**src/rtl/soc_boot_loader_if.sv**
```systemverilog
// -----------------------------------------------------------------------------
// soc_boot_loader_if
// Purpose : groups the boot loader's two bus-like connections.
//           - the image stream (valid/ready/data) from the external load source
//           - the instruction ROM write port (strobe/address/data)
// Signals : s_valid_i, s_data_i   stream word offered by the source
//           s_ready_o             loader accepts the word this cycle
//           rom_wen_o             one-cycle ROM write strobe
//           rom_addr_o            ROM byte address of the write
//           rom_data_o            ROM write data
// Modports: master - stream source / ROM side (SoC top or test environment)
//           slave  - the boot loader itself
// -----------------------------------------------------------------------------
interface soc_boot_loader_if #(
  parameter int DATA_W = 32,
  parameter int ADDR_W = 32
);
  logic              s_valid_i;
  logic [DATA_W-1:0] s_data_i;
  logic              s_ready_o;
  logic              rom_wen_o;
  logic [ADDR_W-1:0] rom_addr_o;
  logic [DATA_W-1:0] rom_data_o;

  modport master (
    output s_valid_i, s_data_i,
    input  s_ready_o, rom_wen_o, rom_addr_o, rom_data_o
  );

  modport slave (
    input  s_valid_i, s_data_i,
    output s_ready_o, rom_wen_o, rom_addr_o, rom_data_o
  );
endinterface

```
**src/rtl/soc_boot_loader.sv**
```systemverilog
// -----------------------------------------------------------------------------
// soc_boot_loader
// Purpose : streams a program image from a valid/ready source into the
//           instruction ROM write port while holding the core in reset, then
//           releases the core. Checks image length, stalls (timeout) and,
//           optionally, an image checksum. A new start in RUN/ERROR reloads.
// Ports   : clk           clock, rising edge
//           rst           asynchronous active-low reset
//           start_i       load request, sampled every cycle in IDLE/RUN/ERROR
//           len_i         image length in words, latched with start
//           exp_sum_i     expected image checksum, latched with start
//           bus           soc_boot_loader_if.slave: stream in, ROM write out
//           core_rst_n_o  core reset (active-low), high only in RUN
//           busy_o        LOAD or CHECK
//           done_o        image loaded, core running
//           err_o         load failed
//           err_code_o    01 bad length, 10 timeout, 11 checksum, 00 none
// Config  : `define LOADER_CHECKSUM_EN to enable the checksum comparison in
//           CHECK. Without it exp_sum_i is ignored and CHECK always passes.
// -----------------------------------------------------------------------------
module soc_boot_loader #(
  parameter int                DATA_W    = 32,
  parameter int                ADDR_W    = 32,
  parameter int                DEPTH     = 1024,
  parameter logic [ADDR_W-1:0] BASE_ADDR = '0,
  parameter int                TIMEOUT   = 65535,
  parameter int                CNT_W     = $clog2(DEPTH + 1)
) (
  input  logic                clk,
  input  logic                rst,
  input  logic                start_i,
  input  logic [CNT_W-1:0]    len_i,
  input  logic [DATA_W-1:0]   exp_sum_i,
  soc_boot_loader_if.slave    bus,
  output logic                core_rst_n_o,
  output logic                busy_o,
  output logic                done_o,
  output logic                err_o,
  output logic [1:0]          err_code_o
);

  typedef enum logic [2:0] {
    ST_IDLE,
    ST_LOAD,
    ST_CHECK,
    ST_RUN,
    ST_ERROR
  } state_t;

  localparam logic [1:0] ERR_NONE = 2'b00;
  localparam logic [1:0] ERR_LEN  = 2'b01;
  localparam logic [1:0] ERR_TMO  = 2'b10;
  localparam logic [1:0] ERR_SUM  = 2'b11;

  // Timer only has to reach TIMEOUT-1.
  localparam int              TMR_W    = (TIMEOUT > 1) ? $clog2(TIMEOUT) : 1;
  localparam logic [TMR_W-1:0] TMR_LAST = TMR_W'((TIMEOUT > 0) ? (TIMEOUT - 1) : 0);

  state_t              r_state;
  state_t              w_state_next;
  logic [1:0]          r_err_code;
  logic [1:0]          w_err_code_next;
  logic [CNT_W-1:0]    r_len;
  logic [CNT_W-1:0]    r_idx;
  logic [TMR_W-1:0]    r_timer;
  logic                r_wen;
  logic [ADDR_W-1:0]   r_addr;
  logic [DATA_W-1:0]   r_data;

  logic                w_start;
  logic                w_ready;
  logic                w_beat;
  logic                w_last;
  logic                w_timeout;
  logic                w_len_bad;
  logic                w_sum_ok;
  logic [ADDR_W-1:0]   w_word_addr;

  assign w_last      = (r_idx == (r_len - CNT_W'(1)));
  assign w_len_bad   = (len_i == '0) || (len_i > CNT_W'(DEPTH));
  assign w_word_addr = BASE_ADDR + ADDR_W'({r_idx, 2'b00});

`ifdef LOADER_CHECKSUM_EN
  logic [DATA_W-1:0] r_sum;
  logic [DATA_W-1:0] r_exp_sum;

  always_ff @(posedge clk or negedge rst) begin
    if (!rst) begin
      r_sum     <= '0;
      r_exp_sum <= '0;
    end else if (w_start) begin
      r_sum     <= '0;
      r_exp_sum <= exp_sum_i;
    end else if (w_beat) begin
      r_sum     <= r_sum + bus.s_data_i;
    end
  end

  // In CHECK the last word has already been folded into r_sum.
  assign w_sum_ok = (r_sum == r_exp_sum);
`else
  logic w_unused_exp_sum;
  assign w_unused_exp_sum = ^exp_sum_i;
  assign w_sum_ok         = 1'b1;
`endif

  // Next state, decoded outputs and handshake.
  always_comb begin
    w_state_next    = r_state;
    w_err_code_next = r_err_code;
    w_start         = 1'b0;
    w_ready         = (r_state == ST_LOAD);
    w_beat          = bus.s_valid_i & w_ready;
    // A stall cycle is one without a beat; the beat itself restarts the count.
    w_timeout       = (TIMEOUT != 0) && (r_timer == TMR_LAST) && !w_beat;
    busy_o          = (r_state == ST_LOAD) || (r_state == ST_CHECK);
    done_o          = (r_state == ST_RUN);
    err_o           = (r_state == ST_ERROR);
    core_rst_n_o    = (r_state == ST_RUN);

    unique case (r_state)
      ST_IDLE, ST_RUN, ST_ERROR: begin
        if (start_i) begin
          w_start = 1'b1;
          if (w_len_bad) begin
            w_state_next    = ST_ERROR;
            w_err_code_next = ERR_LEN;
          end else begin
            w_state_next    = ST_LOAD;
            w_err_code_next = ERR_NONE;
          end
        end
      end
      ST_LOAD: begin
        if (w_beat && w_last) begin
          w_state_next = ST_CHECK;
        end else if (w_timeout) begin
          w_state_next    = ST_ERROR;
          w_err_code_next = ERR_TMO;
        end
      end
      ST_CHECK: begin
        if (w_sum_ok) begin
          w_state_next = ST_RUN;
        end else begin
          w_state_next    = ST_ERROR;
          w_err_code_next = ERR_SUM;
        end
      end
      default: w_state_next = ST_IDLE;
    endcase
  end

  always_ff @(posedge clk or negedge rst) begin
    if (!rst) begin
      r_state    <= ST_IDLE;
      r_err_code <= ERR_NONE;
      r_len      <= '0;
      r_idx      <= '0;
      r_timer    <= '0;
      r_wen      <= 1'b0;
      r_addr     <= '0;
      r_data     <= '0;
    end else begin
      r_state    <= w_state_next;
      r_err_code <= w_err_code_next;
      // Write strobe follows each accepted beat by exactly one cycle.
      r_wen      <= w_beat;
      if (w_start) begin
        r_len   <= len_i;
        r_idx   <= '0;
        r_timer <= '0;
      end else if (w_beat) begin
        r_addr  <= w_word_addr;
        r_data  <= bus.s_data_i;
        r_idx   <= r_idx + CNT_W'(1);
        r_timer <= '0;
      end else if (r_state == ST_LOAD) begin
        r_timer <= r_timer + TMR_W'(1);
      end
    end
  end

  assign bus.s_ready_o  = w_ready;
  assign bus.rom_wen_o  = r_wen;
  assign bus.rom_addr_o = r_addr;
  assign bus.rom_data_o = r_data;
  assign err_code_o     = r_err_code;

endmodule

```
**src/flat_wrapper.sv**
```systemverilog
// flat-port wrapper written by rule: the top's interface ports become plain ports
module soc_boot_loader_flat 
#(
  parameter int                DATA_W    = 32,
  parameter int                ADDR_W    = 32,
  parameter int                DEPTH     = 1024,
  parameter logic [ADDR_W-1:0] BASE_ADDR = '0,
  parameter int                TIMEOUT   = 65535,
  parameter int                CNT_W     = $clog2(DEPTH + 1)
)
  (clk, rst, start_i, len_i, exp_sum_i, core_rst_n_o, busy_o, done_o, err_o, err_code_o, bus_s_valid_i, bus_s_data_i, bus_s_ready_o, bus_rom_wen_o, bus_rom_addr_o, bus_rom_data_o);
  soc_boot_loader_if #(.DATA_W(DATA_W), .ADDR_W(ADDR_W)) bus_i ();
  input  logic clk;
  input  logic rst;
  input  logic start_i;
  input  logic [CNT_W-1:0] len_i;
  input  logic [DATA_W-1:0] exp_sum_i;
  output logic core_rst_n_o;
  output logic busy_o;
  output logic done_o;
  output logic err_o;
  output logic [1:0] err_code_o;
  input wire logic [$bits(bus_i.s_valid_i)-1:0] bus_s_valid_i;
  input wire logic [$bits(bus_i.s_data_i)-1:0] bus_s_data_i;
  output wire logic [$bits(bus_i.s_ready_o)-1:0] bus_s_ready_o;
  output wire logic [$bits(bus_i.rom_wen_o)-1:0] bus_rom_wen_o;
  output wire logic [$bits(bus_i.rom_addr_o)-1:0] bus_rom_addr_o;
  output wire logic [$bits(bus_i.rom_data_o)-1:0] bus_rom_data_o;
  assign bus_i.s_valid_i = bus_s_valid_i;
  assign bus_i.s_data_i = bus_s_data_i;
  assign bus_s_ready_o = bus_i.s_ready_o;
  assign bus_rom_wen_o = bus_i.rom_wen_o;
  assign bus_rom_addr_o = bus_i.rom_addr_o;
  assign bus_rom_data_o = bus_i.rom_data_o;
  soc_boot_loader #(.DATA_W(DATA_W), .ADDR_W(ADDR_W), .DEPTH(DEPTH), .BASE_ADDR(BASE_ADDR), .TIMEOUT(TIMEOUT), .CNT_W(CNT_W)) u_core (.clk(clk), .rst(rst), .start_i(start_i), .len_i(len_i), .exp_sum_i(exp_sum_i), .bus(bus_i), .core_rst_n_o(core_rst_n_o), .busy_o(busy_o), .done_o(done_o), .err_o(err_o), .err_code_o(err_code_o));
endmodule
```
**config.mk**
```make
export PLATFORM = sky130hd
export DESIGN_NAME = soc_boot_loader_flat
export DESIGN_NICKNAME = d
export VERILOG_FILES = /design/src/rtl/soc_boot_loader_if.sv /design/src/rtl/soc_boot_loader.sv /design/src/flat_wrapper.sv
export SDC_FILE = /design/constraint.sdc
export NUM_CORES = 1
export LEC_CHECK = 0
export CAP_MARGIN = 30
export CORE_ASPECT_RATIO = 0.8
export CORE_UTILIZATION = 49
export CTS_CLUSTER_SIZE = 40
export DETAILED_ROUTE_END_ITERATION = 8
export GPL_ROUTABILITY_DRIVEN = 0
export PLACE_DENSITY = 0.88
export REMOVE_ABC_BUFFERS = 1
export SLEW_MARGIN = 20
export SYNTH_ARGS = -nofsm -noshare
export SYNTH_HDL_FRONTEND = slang
export SYNTH_SLANG_ARGS = --single-unit
```
**constraint.sdc**
```tcl
create_clock -name clk -period 5.14 [get_ports clk]
set_clock_uncertainty 0.1 [all_clocks]
set_input_delay 1.285 -clock clk [delete_from_list [all_inputs] [get_ports clk]]
set_output_delay 1.285 -clock clk [all_outputs]
set_load 0.01 [all_outputs]
```
==> out/metrics.cfg, run 1 <==
[drt]
viasPerCell = 5.08
vias = 3489
wirelength_um = 9860
wl_per_cell_um = 14.3
route.detailed.drc = 0
drt_iter0_drc = 166
ant_nets = 0
dr.pass1.iters = 4

[worst_setup_path]
r2r_slack_ns = 2.35
worstPathMaxFanout = 14
reg2regPathDepth = 5
critPathRequiredTime_ns = 5.27
r2r-start = u_core.r_state[1]
critPathCaptureType = register
critPathLaunchType = input port
cp.arrival_ns = 3.90
timing.critical_path.from = bus_s_valid_i
path_class = input port to register

[synthesis]
synthMuxAreaShare = 0
synth_async_sr_flop_share = 1.00
syn-cell-area_mm2 = 0.00419
ys_seq_elements = 87
avgSynthCellArea_um2 = 8.70
synth_xor_area_frac = 0.0752
synth_compound_area_frac = 0.0582
synthAdderAreaFrac = 0.0119
synth_area_leaders = dfrtp_1, nand2_1, buf_4
synth_top_family_by_area = simple AND/OR/NAND/NOR gates
yosysMostFrequentCell = nand2_1
seq_area_frac_synth = 0.519
yosys.area.top_type = dfrtp_1
synth_common_cells = nand2_1, dfrtp_1, nor2_1
synth_cell_types = 41
synth-edff-count = 0
ys.flop_type = dfrtp_1
yosysWarnings = 0
netlist_instances = 482
synth-simple-area-share = 0.271
netlist.area_leader.share = 0.519

[clocking]
cts_resized = 0
hold_buffers = 0
cts_root_buffer = clkbuf_8
clk_pin_slew_ns = 0.08
clkSinkCount = 87
cts_tree = done
cts_buffer_depth = 2
numCtsBuffers = 9
h-tree-depth = 3
insertion_delay_ns = 0.35
postCtsSetupBuffers = 0

[run_status]
status = finished clean

[timing]
period_minus_slack_ns = 3.77
fmax_mhz = 265
rsz0062_at_grt = no
setup_violations = 0
hold_viol = 0
relSlewSlack = 0.446
min_period_over_period = 0.733
setup_tns_ns = 0
worstMarginPinSlew_ns = 0.832
finalMaxSlewViolations = 0

[die]
die_w_um = 105
num_rows = 29
start_util = 0.516
dieArea_mm2 = 0.00894
core_area_mm2 = 0.00813
fp.dieH_um = 84.8
ios = 151

[pwr]
p_per_area_mw_per_mm2 = 455
power.leakage_nw = 2.55
irDropWorstVdd_v = 0.000288
fin_total_pwr_mw = 2.47

[layout]
fillCellCount = 640
diodes = 0
fin_nets = 657
synthToLayoutAreaGrowth_pct = 29.7
drive_gt1_frac = 0.0449
seq_area_mm2 = 0.00218
multi_input_area_mm2 = 0.00183
final_area_mm2 = 0.00544

[global_routing]
globalRouteOverflowTotal = 0
grt_pass1_wl_um = 16700
grt_start_max_net_pins = 47
antenna_found_initial = 0
grt_pass1_vias = 3495
grt_usage = 0.238

[worst_hold_path]
hold_path.class = register to register
hp-start = u_core.bus.rom_addr_o[11]
whs_path_depth = 2

[place]
dp_hpwl_um = 7010
placed_area_mm2 = 0.00519
io_buffer_count = 97

[flow_run]
maxCapViolCount = 0

-- worst max-delay path: stages --
cell	delay (ns)
clkdlybuf4s50_1	0.64
nand4bb_2	0.44
or4_4	0.68
a2111oi_4	0.24
o2111ai_1	0.25
a221o_1	0.36
-- where the power goes --
group / leakage, nW / total [mW] / switching, mW / internal [mW]
combinational: 1.28 / 0.897 / 0.456 / 0.442
sequential: 1.14 / 1.00 / 0.140 / 0.861
clock: 0.122 / 0.575 / 0.240 / 0.334
-- worst paths after layout --
path,to
hold reg to reg,u_core.bus.rom_addr_o[11]
setup reg to reg,u_core.r_state[0]
setup / recovery,u_core.r_state[0]
hold / removal,u_core.bus.rom_addr_o[11]
min in group asynchronous,u_core.bus.rom_data_o[13]
max in group asynchronous,u_core.r_timer[15]
-- flip-flops by register name, summed over array words and instances, names as in the netlist --
signal,count
u_core.r_state,3
u_core.bus.rom_addr_o,11
u_core.bus.rom_wen_o,1
u_core.err_code_o,2
u_core.bus.rom_data_o,32
u_core.r_idx,11
u_core.r_len,11
u_core.r_timer,16
-- metrics by stage --
step | setup slack, ns | hold WS [ns] | utilization | instances
floorplan | 0.996 | 0.367 | - | 462
global placement | 1.14 | 0.357 | 0.635 | 670
detailed placement | 1.12 | 0.362 | 0.639 | 671
CTS | 1.40 | 0.384 | 0.669 | 687
global route | 1.30 | 0.406 | 0.669 | 687
finish | 1.37 | 0.379 | 0.669 | 687
-- area by class of cell --
| cell class | count | area share |
|---|---|---|
| repair buffers | 101 | 0.187 |
| clock buffers | 10 | 0.0253 |
| clock inverters | 6 | 0.0198 |
| inverters | 9 | 0.00621 |
| multi-input cells | 366 | 0.336 |
| well taps | 108 | 0.0249 |
| flip-flops and latches | 87 | 0.400 |
-- cell families after synthesis --
family	count (synthesis)
xor gates and xnor gates	36
and+or+nand+nor	267
AOI/OAI and AO/OA	38
buffers and inverters	49
DFF	87
other	1
adders and majority gates	4
-- layer usage --
layer	global-route usage	share of wire	routed length, µm	up-vias
met5	0	0	0	-
met4	0.0730	0.017	163	0
met3	0.0877	0.095	935	21
met2	0.394	0.47	4650	141
met1	0.292	0.42	4100	1646
li1	-	-	-	1681
-- cell usage in the layout, fill, tap and decap left out, drive strengths merged, types with 8 or more instances in the layout --
master           n
inv              9
o21ai           19
dfrtp           87
clkdlybuf4s50   96
xor2            18
a21oi            8
nor2            34
xnor2           18
conb            21
nand2          183
nand3           14
clkbuf          10
No activity file was read; power rests on OpenSTA's default activity.
==> inputs of run 2 (changes only) <==
--- a/config.mk
+++ b/config.mk
@@ -7,11 +7,11 @@
 export LEC_CHECK = 0
 export CAP_MARGIN = 30
 export CORE_ASPECT_RATIO = 0.8
-export CORE_UTILIZATION = 49
+export CORE_UTILIZATION = 41
 export CTS_CLUSTER_SIZE = 40
 export DETAILED_ROUTE_END_ITERATION = 8
 export GPL_ROUTABILITY_DRIVEN = 0
-export PLACE_DENSITY = 0.88
+export PLACE_DENSITY = 0.78
 export REMOVE_ABC_BUFFERS = 1
 export SLEW_MARGIN = 20
 export SYNTH_ARGS = -nofsm -noshare
==> constraint.sdc (replaced) <==
create_clock -name clk -period 3.3 [get_ports clk]
set_clock_uncertainty 0.1 [all_clocks]
set_input_delay 0.825 -clock clk [delete_from_list [all_inputs] [get_ports clk]]
set_output_delay 0.825 -clock clk [all_outputs]
set_load 0.01 [all_outputs]
==> run 2 against run 1 <==
Effect of this change: non-clock buffer count grew 6; first-iteration DRC count grew 28%; global-route usage shrank 4.4 points; sequential power grew 56%; largest cell class unchanged; largest power group unchanged; highest routed layer unchanged.
==> out/metrics.cfg, run 2 (synthesis results as in run 1) <==
[run_status]
status = finished clean

[timing]
fmax_mhz = 335
min_period_over_period = 0.905
relSlewSlack = 0.581  ; +0.135
setup_tns_ns = 0  ; unchanged
worstMarginPinSlew_ns = 0.623  ; -0.208 ns
rsz0062_at_grt = no
hold_viol = 0  ; unchanged
setup_violations = 0  ; unchanged
finalMaxSlewViolations = 0  ; unchanged
period_minus_slack_ns = 2.99
fin_ws_ns = 0.315  ; -1.06 ns

[global_routing]
grt_pass1_vias = 3423  ; -2.1%
grt_pass1_wl_um = 16100  ; -3.9%
grt_usage = 0.195  ; -0.0435
globalRouteOverflowTotal = 0  ; unchanged
grt_start_max_net_pins = 88  ; +87%
antenna_found_initial = 0  ; unchanged

[worst_setup_path]
critPathLaunchType = register
r2r-start = u_core.r_len[0]
worstReg2RegEnd = u_core.r_state[0]
path_cells = nor2b_1 > nand2_1 > inv_1 > clkdlybuf4s50_1
reg2regPathDepth = 8  ; +3
cp_slowest_stage_delay_ns = 0.55  ; -0.13 ns
r2r_slack_ns = 0.85  ; -1.50 ns
worstPathMaxFanout = 9  ; -5
critPathRequiredTime_ns = 2.37  ; -2.90 ns
cp.arrival_ns = 2.06  ; -1.84 ns
cp_slowest_cell = clkdlybuf4s50_1
critPathCaptureType = output port
path_class = register to output port

[worst_hold_path]
hold_path.class = register to register
min_to = u_core.bus.rom_data_o[3]
hp-start = u_core.bus.rom_data_o[3]
whs_path_depth = 2  ; unchanged

[layout]
synthToLayoutAreaGrowth_pct = 33.9
final_common_cell = nand2_1
final_cell_count_no_fill = 721  ; +4.9%
diodes = 0  ; unchanged
post-route-util = 0.572  ; -0.0966
fin_nets = 663  ; +0.91%
largest_reg_flops = 32  ; unchanged
drive_gt1_frac = 0.0530  ; +0.00809
fillCellCount = 861  ; +35%
mostFrequentLayoutCells = nand2_1, clkdlybuf4s50_1, dfrtp_1, nor2_1, conb_1

[pwr]
power.leakage_nw = 2.62  ; +2.9%
irDropWorstVdd_v = 0.000560  ; +94%
swShare = 0.321  ; -0.0167
p_per_area_mw_per_mm2 = 733  ; +61%
seqPwrFrac = 0.379  ; -0.026
combPwrFrac = 0.340  ; -0.023
p_sw_mw = 1.32  ; +58%
pwr-share-clk = 0.281  ; +0.049
fin_total_pwr_mw = 4.12  ; +66%
power.internal_mw = 2.79  ; +71%

[die]
num_rows = 32  ; +10%
ios = 151  ; unchanged
dieArea_mm2 = 0.0106  ; +19%
die_w_um = 115  ; +9.1%
start_util = 0.428  ; -0.0885
core_area_mm2 = 0.00981  ; +21%
fp.dieH_um = 92.5  ; +9.1%

[clocking]
clk_pin_slew_ns = 0.06  ; -0.02 ns
clkSinkCount = 87  ; unchanged
cts_resized = 0  ; unchanged
hold_buffers = 0  ; unchanged
h-tree-depth = 3  ; unchanged
numCtsBuffers = 9  ; unchanged
postCtsSetupBuffers = 0  ; unchanged
cts_tree = done
insertion_delay_ns = 0.34  ; about the same
cts_root_buffer = clkbuf_16
cts_buffer_depth = 2  ; unchanged

[drt]
wirelength_um = 9530  ; -3.3%
vias = 3452  ; -1.1%
drt_iter0_drc = 213  ; +28%
ant_nets = 0  ; unchanged
wl_per_cell_um = 13.2  ; -7.8%
route.detailed.drc = 0  ; unchanged
viasPerCell = 4.79  ; -5.7%
dr.pass1.iters = 4  ; unchanged

[flow_run]
maxCapViolCount = 0  ; unchanged

[place]
dpl_worst_slack_ns = 0.255  ; -0.863 ns
dp_cells = 705  ; +5.1%
io_buffer_count = 97  ; unchanged
dp_hpwl_um = 6650  ; -5.1%

-- run 2: cell count changes in the layout (fill, tap and decap cells not counted), sizes merged --
cell | previous run | this run
buf | 5 | 11
clkinv | 2 | 3
clkinvlp | 1 | 0
-- run 2: routing by layer --
| layer | wire, µm | share of wire | vias to the layer above | global-route usage |
|---|---|---|---|---|
| met4 | 91 | 0.0095 | 0 | 0.0519 |
| met2 | 4340 | 0.46 | 103 | 0.301 |
| li1 | - | - | 1701 | - |
| met1 | 4240 | 0.44 | 1641 | 0.245 |
| met5 | 0 | 0 | - | 0 |
| met3 | 861 | 0.090 | 7 | 0.0903 |
-- run 2: layout make-up --
class | count | area (µm²) | share of cell area
clock buffers | 10 | 229 | 0.0408
flip-flops and latches | 87 | 2180 | 0.388
well taps | 136 | 170 | 0.0303
repair buffers | 107 | 1070 | 0.190
inverters | 9 | 33.8 | 0.00602
clock inverters | 6 | 109 | 0.0194
multi-input cells | 366 | 1830 | 0.326
-- run 2: power groups by stage --
| stage | combinational (mW) | sequential (mW) | clock, mW |
|---|---|---|---|
| CTS | 1.42 | 1.56 | 1.18 |
| finish | 1.40 | 1.56 | 1.16 |
| global placement | 1.37 | 1.56 | 0 |
| global route | 1.55 | 1.60 | 1.22 |
| floorplan | 0.609 | 1.63 | 0 |
| detailed placement | 1.41 | 1.58 | 0 |
-- run 2: per-stage QoR --
stage / instance area, µm² / hold WS [ns]
detailed placement: 5280 / 0.361
global route: 5620 / 0.399
floorplan: 4030 / 0.367
CTS: 5620 / 0.378
finish: 5620 / 0.374
global placement: 5280 / 0.358
-- run 2: worst max-delay path: cells and delay by family, from the launching register on --
family,cells,cell delay (ns)
DFF,1,0.51
buffers and inverters,2,0.70
and+or+nand+nor,2,0.51
-- run 2: worst max-delay path by stage --
stage / from / end / slack [ns] / cells after the start
final: u_core.r_state[0] / bus_s_ready_o / 0.31 / 4
after CTS: u_core.r_state[0] / bus_s_ready_o / 0.31 / 4
after global placement: bus_s_valid_i / u_core.r_state[0] / 0.28 / 6
after global routing: u_core.r_state[0] / bus_s_ready_o / 0.16 / 4
after floorplan: bus_s_valid_i / u_core.r_state[0] / -0.38 / 5
after detailed placement: bus_s_valid_i / u_core.r_state[0] / 0.26 / 6
==> inputs of run 3 (changes only) <==
--- a/config.mk
+++ b/config.mk
@@ -5,8 +5,8 @@
 export SDC_FILE = /design/constraint.sdc
 export NUM_CORES = 1
 export LEC_CHECK = 0
-export CAP_MARGIN = 30
 export CORE_ASPECT_RATIO = 0.8
+export CORE_MARGIN = 5
 export CORE_UTILIZATION = 41
 export CTS_CLUSTER_SIZE = 40
 export DETAILED_ROUTE_END_ITERATION = 8
==> constraint.sdc (replaced) <==
create_clock -name clk -period 3.3 [get_ports clk]
set_clock_uncertainty 0.1 [all_clocks]
set_input_delay 0.66 -clock clk [delete_from_list [all_inputs] [get_ports clk]]
set_output_delay 0.66 -clock clk [all_outputs]
set_load 0.01 [all_outputs]
==> run 3 against run 2 <==
Effect of this change: design area decreased by 0.91%; via count increased by 0.55%; total power down 2.1%; critical path type unchanged; highest routed layer unchanged.
==> out/metrics.cfg, run 3 (synthesis results as in run 1) <==
[run_status]
status = finished clean

[layout]
fillCellCount = 946  ; +9.9%
drive_gt1_frac = 0.0482  ; -0.00480
synthToLayoutAreaGrowth_pct = 32.7
diodes = 0  ; unchanged
largest_reg_flops = 32  ; unchanged
mostFrequentLayoutCells = nand2_1, clkdlybuf4s50_1, dfrtp_1, nor2_1, conb_1
final_common_cell = nand2_1
fin_nets = 661  ; -0.30%

[clocking]
cts_buffer_depth = 2  ; unchanged
cts_root_buffer = clkbuf_16
cts_tree = done
clk_pin_slew_ns = 0.06  ; about the same
numCtsBuffers = 9  ; unchanged
insertion_delay_ns = 0.34  ; about the same
hold_buffers = 0  ; unchanged
postCtsSetupBuffers = 0  ; unchanged
clkSinkCount = 87  ; unchanged
cts_resized = 0  ; unchanged
h-tree-depth = 3  ; unchanged

[global_routing]
globalRouteOverflowTotal = 0  ; unchanged
grt_pass1_wl_um = 16400  ; +1.8%
grt_pass1_vias = 3430  ; +0.20%
grt_start_max_net_pins = 51  ; -42%
grt_usage = 0.167  ; -0.0278
antenna_found_initial = 0  ; unchanged

[worst_setup_path]
cp.arrival_ns = 2.05  ; about the same
critPathLaunchType = register
critPathCaptureType = output port
worstPathMaxFanout = 9  ; unchanged
critPathRequiredTime_ns = 2.54  ; +0.17 ns
path_class = register to output port

[pwr]
seqPwrFrac = 0.387  ; +0.008
pwr-share-clk = 0.267  ; -0.014
fin_total_pwr_mw = 4.03  ; -2.1%
p_sw_mw = 1.33  ; +0.56%
combPwrFrac = 0.347  ; +0.007
power.leakage_nw = 2.59  ; -1.3%
p_per_area_mw_per_mm2 = 724  ; -1.2%
power.internal_mw = 2.70  ; -3.4%
swShare = 0.330  ; +0.00876
irDropWorstVdd_v = 0.000346  ; -38%

[die]
core_area_mm2 = 0.0101  ; +3.1%
die_w_um = 123  ; +7.0%
fp.dieH_um = 100  ; +8.7%
start_util = 0.415  ; -0.0130
num_rows = 33  ; +3.1%
dieArea_mm2 = 0.0124  ; +16%
ios = 151  ; unchanged

[timing]
min_period_over_period = 0.851  ; -0.0533
worstMarginPinSlew_ns = 0.644  ; +0.0206 ns
fmax_mhz = 356  ; +6.3%
rsz0062_at_grt = no
finalMaxSlewViolations = 0  ; unchanged
relSlewSlack = 0.571  ; -0.00988
setup_tns_ns = 0  ; unchanged
setup_violations = 0  ; unchanged
period_minus_slack_ns = 2.81  ; -0.176 ns
hold_viol = 0  ; unchanged
fin_ws_ns = 0.491  ; +0.176 ns

[drt]
vias = 3471  ; +0.55%
wl_per_cell_um = 13.9  ; +5.1%
viasPerCell = 4.81  ; +0.55%
wirelength_um = 10000  ; +5.1%
dr.pass1.iters = 4  ; unchanged
ant_nets = 0  ; unchanged
drt_iter0_drc = 212  ; -0.47%
route.detailed.drc = 0  ; unchanged

[place]
io_buffer_count = 97  ; unchanged
dp_hpwl_um = 7320  ; +10%
dpl_worst_slack_ns = 0.424  ; +0.169 ns

[flow_run]
maxCapViolCount = 0  ; unchanged

[worst_hold_path]
hold_path.class = input port to asynchronous set/reset pin

==> run 3: power groups by stage <==
stage	clock, mW	combinational, mW	sequential [mW]
after floorplan	0	0.609	1.63
after global placement	0	1.36	1.56
after detailed placement	0	1.41	1.57
after CTS	1.11	1.42	1.56
after global routing	1.15	1.53	1.60
final	1.08	1.40	1.56
==> run 3: worst paths after layout <==
kind                       slack, ns                   endpoint                      start  cells past startpoint
max                             0.49              bus_s_ready_o          u_core.r_state[0]                      4
min                             0.25            u_core.r_idx[9]                        rst                      1
max reg2reg                     0.87          u_core.r_state[0]            u_core.r_len[0]                      8
min reg2reg                     0.38  u_core.bus.rom_data_o[30]  u_core.bus.rom_data_o[30]                      2
max in group asynchronous       2.22   u_core.bus.rom_data_o[5]                        rst                      2
min in group clk                0.38  u_core.bus.rom_data_o[30]  u_core.bus.rom_data_o[30]                      2
==> run 3: area by class of cell <==
cell class / count / area, µm² / share of cell area
multi-input cells: 366 / 1830 / 0.329
clock buffers: 9 / 225 / 0.0405
well taps: 140 / 175 / 0.0315
flip-flops and latches: 87 / 2180 / 0.391
repair buffers: 105 / 1040 / 0.187
inverters: 9 / 33.8 / 0.00607
clock inverters: 5 / 83.8 / 0.0151
==> run 3: per-layer routing <==
| layer | vias to the layer above | wire (µm) | GRT usage |
|---|---|---|---|
| met2 | 91 | 4830 | 0.276 |
| met4 | 0 | 82 | 0.0357 |
| met5 | - | 0 | 0 |
| met3 | 10 | 916 | 0.0730 |
| met1 | 1674 | 4190 | 0.204 |
| li1 | 1696 | - | - |
==> run 3: critical path, cell delays in order, from the launching register on <==
cell	delay (ns)
dfrtp_1	0.50
nor2b_1	0.30
nand2_1	0.21
inv_1	0.16
clkdlybuf4s50_1	0.55
==> run 3: metrics by stage <==
stage | utilization | hold slack [ns] | cell area, µm² | instances
2_1_floorplan | - | 0.264 | 4030 | 462
6_report | 0.550 | 0.246 | 5560 | 721
3_5_place_dp | 0.519 | 0.362 | 5260 | 707
3_3_place_gp | 0.519 | 0.358 | 5260 | 707
5_1_grt | 0.550 | 0.291 | 5560 | 721
4_1_cts | 0.550 | 0.267 | 5560 | 721
